$ cat src/rtl/id_stage.sv
// Instruction decode stage: IF/ID register, 32x32 register file with write-through,
// load-use hazard detection and fetch redirect control for JMP/JR.
module id_stage (
  input  logic        clk,
  input  logic        rst,
  input  logic [31:0] if_instr,
  input  logic        wb_en,
  input  logic [4:0]  wb_addr,
  input  logic [31:0] wb_data,
  output logic [1:0]  pc_mode,
  output logic [31:0] reg_target,
  output logic [31:0] imm_target,
  output logic        id_valid,
  output logic [5:0]  id_opcode,
  output logic [4:0]  id_rd,
  output logic [31:0] id_rs1_val,
  output logic [31:0] id_rs2_val,
  output logic [31:0] id_imm
);

  localparam int unsigned XLEN = 32;
  localparam int unsigned NREG = 32;
  localparam int unsigned AW   = 5;
  localparam int unsigned OPW  = 6;
  localparam int unsigned IMMW = 16;

  localparam logic [OPW-1:0] OP_NOP   = 6'h00;
  localparam logic [OPW-1:0] OP_ALU   = 6'h01;
  localparam logic [OPW-1:0] OP_ALUI  = 6'h02;
  localparam logic [OPW-1:0] OP_LOAD  = 6'h03;
  localparam logic [OPW-1:0] OP_STORE = 6'h04;
  localparam logic [OPW-1:0] OP_JMP   = 6'h05;
  localparam logic [OPW-1:0] OP_JR    = 6'h06;

  localparam logic [1:0] PC_STALL  = 2'b00;
  localparam logic [1:0] PC_NORMAL = 2'b01;
  localparam logic [1:0] PC_REG    = 2'b10;
  localparam logic [1:0] PC_IMM    = 2'b11;

  logic [XLEN-1:0] if_id_instr;
  logic            if_id_valid;
  logic [XLEN-1:0] regs [NREG];
  logic            ex_load;
  logic [AW-1:0]   ex_rd;

  logic [OPW-1:0]  raw_op;
  logic [OPW-1:0]  op;
  logic [AW-1:0]   rd;
  logic [AW-1:0]   rs1;
  logic [AW-1:0]   rs2;
  logic [IMMW-1:0] imm16;
  logic [XLEN-1:0] imm_sext;
  logic [XLEN-1:0] rs1_val;
  logic [XLEN-1:0] rs2_val;
  logic            uses_rs1;
  logic            uses_rs2;
  logic            load_use_hazard;
  logic            issue;
  logic            redirect;

  assign raw_op   = if_id_instr[31:26];
  assign rd       = if_id_instr[25:21];
  assign rs1      = if_id_instr[20:16];
  assign rs2      = if_id_instr[15:11];
  assign imm16    = if_id_instr[15:0];
  assign imm_sext = {{(XLEN-IMMW){imm16[IMMW-1]}}, imm16};

  // Unknown opcodes collapse to NOP so they never read sources or redirect.
  always_comb begin
    op = OP_NOP;
    case (raw_op)
      OP_ALU, OP_ALUI, OP_LOAD, OP_STORE, OP_JMP, OP_JR: op = raw_op;
      default: op = OP_NOP;
    endcase
  end

  always_comb begin
    uses_rs1 = 1'b0;
    uses_rs2 = 1'b0;
    case (op)
      OP_ALU, OP_STORE: begin
        uses_rs1 = 1'b1;
        uses_rs2 = 1'b1;
      end
      OP_ALUI, OP_LOAD, OP_JR: uses_rs1 = 1'b1;
      default: begin
        uses_rs1 = 1'b0;
        uses_rs2 = 1'b0;
      end
    endcase
  end

  // Read ports: r0 hardwired to zero, same-cycle writeback bypasses the array.
  always_comb begin
    rs1_val = regs[rs1];
    if (rs1 == AW'(0))
      rs1_val = '0;
    else if (wb_en && (wb_addr == rs1))
      rs1_val = wb_data;
  end

  always_comb begin
    rs2_val = regs[rs2];
    if (rs2 == AW'(0))
      rs2_val = '0;
    else if (wb_en && (wb_addr == rs2))
      rs2_val = wb_data;
  end

  // A load in execute cannot forward yet; hold the consumer one cycle.
  always_comb begin
    load_use_hazard = 1'b0;
    if (if_id_valid && ex_load && (ex_rd != AW'(0))) begin
      if ((uses_rs1 && (ex_rd == rs1)) || (uses_rs2 && (ex_rd == rs2)))
        load_use_hazard = 1'b1;
    end
  end

  assign issue    = if_id_valid && !load_use_hazard;
  assign redirect = issue && ((op == OP_JMP) || (op == OP_JR));

  always_comb begin
    pc_mode = PC_NORMAL;
    if (load_use_hazard)
      pc_mode = PC_STALL;
    else if (issue && (op == OP_JMP))
      pc_mode = PC_IMM;
    else if (issue && (op == OP_JR))
      pc_mode = PC_REG;
  end

  assign id_valid   = issue;
  assign id_opcode  = op;
  assign id_rd      = rd;
  assign id_rs1_val = rs1_val;
  assign id_rs2_val = rs2_val;
  assign id_imm     = imm_sext;
  assign imm_target = imm_sext;
  assign reg_target = rs1_val;

  // IF/ID: hold on hazard, capture as a squashed slot after a redirect.
  always_ff @(posedge clk or posedge rst) begin
    if (rst) begin
      if_id_instr <= '0;
      if_id_valid <= 1'b0;
    end else if (!load_use_hazard) begin
      if_id_instr <= if_instr;
      if_id_valid <= !redirect;
    end
  end

  always_ff @(posedge clk or posedge rst) begin
    if (rst) begin
      ex_load <= 1'b0;
      ex_rd   <= '0;
    end else begin
      ex_load <= issue && (op == OP_LOAD);
      ex_rd   <= (issue && (op == OP_LOAD)) ? rd : AW'(0);
    end
  end

  always_ff @(posedge clk or posedge rst) begin
    if (rst) begin
      for (int unsigned i = 0; i < NREG; i++)
        regs[i] <= '0;
    end else if (wb_en && (wb_addr != AW'(0))) begin
      regs[wb_addr] <= wb_data;
    end
  end

endmodule
$ cat config.mk
export PLATFORM = sky130hd
export DESIGN_NAME = id_stage
export DESIGN_NICKNAME = d
export VERILOG_FILES = /design/src/rtl/id_stage.sv
export SDC_FILE = /design/constraint.sdc
export NUM_CORES = 2
export LEC_CHECK = 0
export CAP_MARGIN = 5
export CORE_MARGIN = 2
export CORE_UTILIZATION = 66
export DETAILED_ROUTE_END_ITERATION = 12
export MAX_ROUTING_LAYER = met4
export PLACE_DENSITY = 0.86
export SYNTH_ARGS = -nofsm -noshare
export SYNTH_HDL_FRONTEND = slang
export SYNTH_SLANG_ARGS = --single-unit
$ cat constraint.sdc
create_clock -name clk -period 59.6 [get_ports clk]
set_clock_uncertainty 0.2 [all_clocks]
set_input_delay 11.92 -clock clk [delete_from_list [all_inputs] [get_ports clk]]
set_output_delay 11.92 -clock clk [all_outputs]
set_load 0.01 [all_outputs]
After elaboration in Yosys (flattened, before gate mapping)
Index checks and enable logic that the tools add are counted.
{"block": "totals", "register_bits": 1063, "output_inout_bits": 174, "in_bits": 72, "elab_cells": 105}
{"block": "classes", "magnitude_cmp": 4, "n_reduce_logical": 24, "muxes": 22, "n_eq_ne": 16, "n_bitwise": 3}
{"operator": "$bwmux 1024", "n": 1}
{"operator": "$bmux 32 s5", "n": 2}
{"operator": "$mux 32", "n": 9}
{"operator": "$demux 32 s5", "n": 1}
{"operator": "$eq 6x3->1 const B", "n": 6}
{"operator": "$eq 6x2->1 const B", "n": 4}
{"operator": "$eq 5x5->1", "n": 4}
{"operator": "$ge 6x6->1 const B", "n": 3}
{"operator": "$not 5->6", "n": 3}
{"operator": "$logic_and 1x1->1", "n": 13}
{"operator": "$eq 6x1->1 const B", "n": 2}
{"operator": "$logic_not 5->1", "n": 2}
{"operator": "$reduce_bool 5->1", "n": 2}
{"operator": "$lt 6x1->1 const B", "n": 1}
{"operator": "$mux 2", "n": 3}
{"operator": "$mux 6", "n": 1}
{"operator": "$reduce_or 6->1", "n": 1}
{"operator": "$mux 5", "n": 1}
{"operator": "$reduce_or 5->1", "n": 1}
{"operator": "$mux 1", "n": 4}
{"operator": "$logic_not 1->1", "n": 2}
{"operator": "$logic_or 1x1->1", "n": 2}
{"operator": "$reduce_or 2->1", "n": 1}

Logic depth before layout (Yosys ltp)
{"block": "depth", "word_depth": 16, "ltp_mapped": 10, "depth_no_buf": 5}

Worst setup path after synthesis
OpenSTA, ideal clock, no wires.
{"block": "synth_timing", "kind": "input-to-output", "startpoint": "input wb_addr[4]", "endpoint": "output reg_target[11]", "path_slack_ns": 34.069, "arrival_time_ns": 13.411, "n_path_buf": 2, "required_time_ns": 47.480, "stages": 7, "path_cell_list": "xor2_1 > nor4_1 > a21boi_0 > clkbuf_1 > o211ai_1 > o2111a_1 > buf_4"}
{"block": "synth_via", "elab_chain_cells": 4}
{"item": "start: declaration", "line_no": "8", "text": "input logic [4:0] wb_addr,"}
{"item": "$eq 5x5->1", "line_no": "98", "text": "else if (wb_en && (wb_addr == rs1))"}
{"item": "$logic_and 1x1->1", "line_no": "98"}
{"item": "$mux 32", "line_no": "98"}
{"item": "$mux 32", "line_no": "96", "text": "if (rs1 == AW'(0))"}
{"item": "end: declaration", "line_no": "11", "text": "output logic [31:0] reg_target,"}
Every way passes these cells.

Final worst setup path
{"block": "layout_timing", "startpoint": "input wb_addr[1]", "endpoint": "output reg_target[4]"}
The elaborated chain is that of the path after synthesis.

==> results_tabular.tex <==
\begin{tabular}{lr}
\hline
Metric & Value \\
\hline
\multicolumn{2}{l}{\textbf{Timing}} \\
\quad Final-layout setup total negative slack & 0 ns \\
\quad Min Tclk post-route & approximately 28 ns \\
\quad Setup repair after global routing missed its margin & no \\
\quad Slew headroom & around an eighth \\
\quad F\_max & 36.2 MHz \\
\quad Final slew viol count & 0 \\
\quad Final period util & $\sim$46\% \\
\quad Final setup violating endpoints & 0 \\
\quad Worst-Margin Slew & 1.30 ns \\
\quad Hold Slack & 0.192 ns \\
\quad Number of failing hold endpoints at the final stage & 0 \\
\multicolumn{2}{l}{\textbf{Worst setup path}} \\
\quad Worst Setup Start Kind & input port \\
\quad Worst Path Required & 47.48 ns \\
\quad Chain of cells forming the critical path & clkdlybuf4s50\_1 > xor2\_1 > nor4\_1 > a21boi\_4 > buf\_4 > o21ai\_0 > o2111a\_1 > clkdlybuf4s50\_1 \\
\quad Reg2reg start & if\_id\_instr[14] \\
\quad Kind of end point of the critical path & primary output \\
\quad Arrival time reported for the critical path endpoint & about 15 ns \\
\quad Crit path top cell by count & clkdlybuf4s50\_1 \\
\quad Last element of the critical path & reg\_target[4] \\
\quad Type of the worst setup path & input port to primary output \\
\quad Worst R2R Path Depth & 7 \\
\quad Register-to-register path setup slack & around 56 ns \\
\quad CP Max Fanout & 32 \\
\quad Critical register-to-register path endpoint & if\_id\_instr[14] \\
\quad Slowest stage cell on the critical path & nor4\_1 \\
\quad Slowest Stage Delay on Critical Path & just under 1 ns \\
\quad Setup crit start & wb\_addr[1] \\
\multicolumn{2}{l}{\textbf{Floorplanning}} \\
\quad Die Outline Area & between 0.08 and 0.09 sq mm \\
\quad Placeable Area & 0.0854 sq mm \\
\quad Die height & $\sim$300 um \\
\quad Number of cell rows & approximately 110 \\
\quad Initial Util & 66.9\% \\
\quad Number of primary I/O pins & between 200 and 250 \\
\quad Horizontal die dimension & approximately 300 um \\
\multicolumn{2}{l}{\textbf{Drt}} \\
\quad Average wire per standard cell & 32.8 um \\
\quad DR vias & $\sim$37k \\
\quad Post-route DRC violation count & 0 \\
\quad Detailed-route vias per instance & 7.44 \\
\quad DR iter-0 viols & 3788 \\
\quad Number of nets with antenna violations after routing & 0 \\
\quad Detailed Routing Iterations Pass 1 & 5 \\
\quad DRT Wirelength & 161 mm \\
\multicolumn{2}{l}{\textbf{Final layout}} \\
\quad Commonest non-fill, non-tap cells in the layout & dfrtp\_1 (1055), mux2\_2 (1054), mux4\_2 (511) \\
\quad Area growth from synthesis to layout & 9.97\% \\
\quad Total of fill cells in the finished design & around 5.1k \\
\quad Final-stage net count & approximately 3.8k \\
\quad Layout cell share with drive strength beyond 1 & between 40\% and 50\% \\
\quad Commonest non-fill, non-tap cell in the layout & dfrtp\_1 \\
\quad Area of all sequential standard cells & 0.0266 sq mm \\
\quad Multi-input gate area & about 0.028 sq mm \\
\multicolumn{2}{l}{\textbf{Power and ir drop}} \\
\quad Total leakage power & roughly 27 nW \\
\quad Net Sw Power & 565 uW \\
\quad Power density over the cells & roughly 33 mW/mm\^{}2 \\
\quad Cell internal pwr & 1.54 mW \\
\quad Combinational share of power & a little over a fifth \\
\quad Switching Share & around 27\% \\
\quad Maximum ir drop on the vdd rail & approximately 0.023 mV \\
\quad Relative contribution of sequential cells to total power & a little under half \\
\quad Clock group share of total power & 33.4\% \\
\multicolumn{2}{l}{\textbf{Logic synthesis}} \\
\quad Top cells by area, synth & dfrtp\_1 (47\%), mux2\_2 (21\%), mux4\_2 (20\%), buf\_4 (1.7\%), buf\_2 (1.5\%) \\
\quad Average cell area after synthesis & roughly 15 sq um \\
\quad Flops \& latches, synth & 1063 \\
\quad Sequential share of the synthesized area & between 40\% and 50\% \\
\quad Share of async-settable or async-resettable flops after synthesis & between 90\% and 100\% \\
\quad Synthesis Warnings & 0 \\
\quad Post-synth EDFFs & 0 \\
\quad Netlist Area Pre-Place & about 0.057 sq mm \\
\quad Count of distinct cell types in the synthesized netlist & 50 \\
\quad Cell type contributing the most total cell area after synthesis & dfrtp\_1 \\
\quad Cell count after synthesis & roughly 3.8k \\
\quad Top\_reg\_cell synth & dfrtp\_1 \\
\quad Synth top area share & 46.6\% \\
\multicolumn{2}{l}{\textbf{Placement}} \\
\quad Post-detail-place hpwl & a little over 90 mm \\
\quad RePlAce Congestion & around 0.87 \\
\quad Quantity of I/O buffers inserted on ports & between 200 and 250 \\
\multicolumn{2}{l}{\textbf{Hold path}} \\
\quad Min-delay src & regs[1014] \\
\quad Path class of the lowest-slack min-delay path & flip-flop to flip-flop \\
\multicolumn{2}{l}{\textbf{Clocking}} \\
\quad Maximum number of buffers from clock root to sink & 3 \\
\quad Total clock sinks & $\sim$1.1k \\
\quad Total number of H-tree levels & 3 \\
\quad Number of hold-repair buffers added at the cts stage & 0 \\
\quad Number of buffers created by CTS & $\sim$110 \\
\quad \# resized after CTS & 0 \\
\quad Buffer count from post-CTS setup fixing & 0 \\
\quad Clock insertion delay at the later pin of the skew report & 0.68 ns \\
\quad Master cell of the clock root buffer & clkbuf\_16 \\
\quad TritonCTS clock tree & yes \\
\quad Clock-pin slew of the registers on the worst-case setup and hold paths & around 0.060 ns \\
\multicolumn{2}{l}{\textbf{Global route}} \\
\quad Residual overflow from global routing & 0 \\
\quad Global-route usage over all layers & between 30\% and 40\% \\
\quad Number of antenna violations at the first check in global routing & 0 \\
\quad First-pass GRT wire length & about 240 mm \\
\quad Pin count of the biggest net entering global routing & 197 \\
\quad Via count of the first global-routing pass & 38.1k \\
\multicolumn{2}{l}{\textbf{Outcome}} \\
\quad Result of the run & finished clean \\
\multicolumn{2}{l}{\textbf{Run}} \\
\quad Max capacitance violation total & 0 \\
\hline
\end{tabular}
-- synthesized netlist by cell type (3+ instances only) --
master,number
clkbuf_1,185
mux2_1,30
o22ai_1,126
mux2i_1,67
buf_2,173
mux2_2,1054
nand2b_1,4
or4_1,3
nand2_1,88
nand4b_1,4
buf_4,133
buf_1,41
nor3_1,5
o21ai_0,63
nand3b_1,3
o211ai_1,64
nor3b_1,9
o2111a_1,63
xor2_1,15
or2_2,3
dfrtp_1,1063
nor4_1,4
nand3_1,4
nor2b_1,5
mux4_2,511
xnor2_1,6
a21oi_1,4
nor2_1,16
and2_1,4
-- per-layer routing --
metal	track usage (%)	vias up	wire (um)	share of wire (%)
met4	21.4	0	10800	6.7
met2	58.2	2177	77100	48
met3	7.96	591	15400	9.5
met5	-	-	0	0
met1	47.2	19500	57700	36
li1	-	14300	-	-
-- power groups by stage --
stage	Clock (mW)	Combinational, mW	Sequential (mW)
after floorplan	0	0.347	0.929
after global placement	0	0.422	0.947
after detailed placement	0	0.436	0.962
after CTS	0.707	0.440	0.952
after global routing	0.737	0.467	0.972
final	0.703	0.442	0.958
-- cells by family after synthesis --
family                    after synthesis  synth area share (%)
buffers and inverters                 538                  4.82
DFF                                  1063                  46.6
muxes                                1662                  42.7
xor gates and xnor gates               21                 0.322
and+or+nand+nor                       164                  1.45
AOI/OAI and AO/OA                     328                  4.16
other                                   1               0.00656
-- worst max-delay path: cells and delay by family --
| family | cells | cell delay [ns] |
|---|---|---|
| compound gates | 3 | 0.53 |
| xor+xnor | 1 | 0.29 |
| buf+inv | 3 | 1.70 |
| simple gates | 1 | 0.97 |
-- worst min path at each step --
stage	cells after the start	to	slack (ns)
finish	0	regs[1014]	0.19
global route	0	regs[1005]	0.21
CTS	0	regs[995]	0.20
detailed placement	0	regs[993]	0.18
global placement	0	regs[996]	0.18
floorplan	1	regs[1000]	0.24
-- registers in the layout (all words and copies together), names as in the netlist --
signal / count
if_id_valid: 1
regs: 1024
if_id_instr: 32
ex_load: 1
ex_rd: 5
-- metrics by stage --
stage	setup WS (ns)	total power, mW	instances	util [%]	area (sq um)
2_1_floorplan	17.56	1.28	3779	-	57100
3_3_place_gp	32.15	1.37	4711	69.2	59100
3_5_place_dp	32.03	1.40	4711	69.2	59100
4_1_cts	32.03	2.10	4911	73.6	62800
5_1_grt	31.90	2.18	4911	73.6	62800
6_report	32.01	2.10	4913	73.6	62800
-- cell type report --
type | instances | area share, %
antenna | 2 | 0.00797
clock buffer | 165 | 5.16
clock inverter | 35 | 0.697
inverter | 2 | 0.0239
multi-input combinational | 2178 | 44.6
sequential | 1063 | 42.4
tap | 1144 | 2.28
timing repair buffer | 324 | 4.89
No activity file was read; power rests on OpenSTA's default activity.
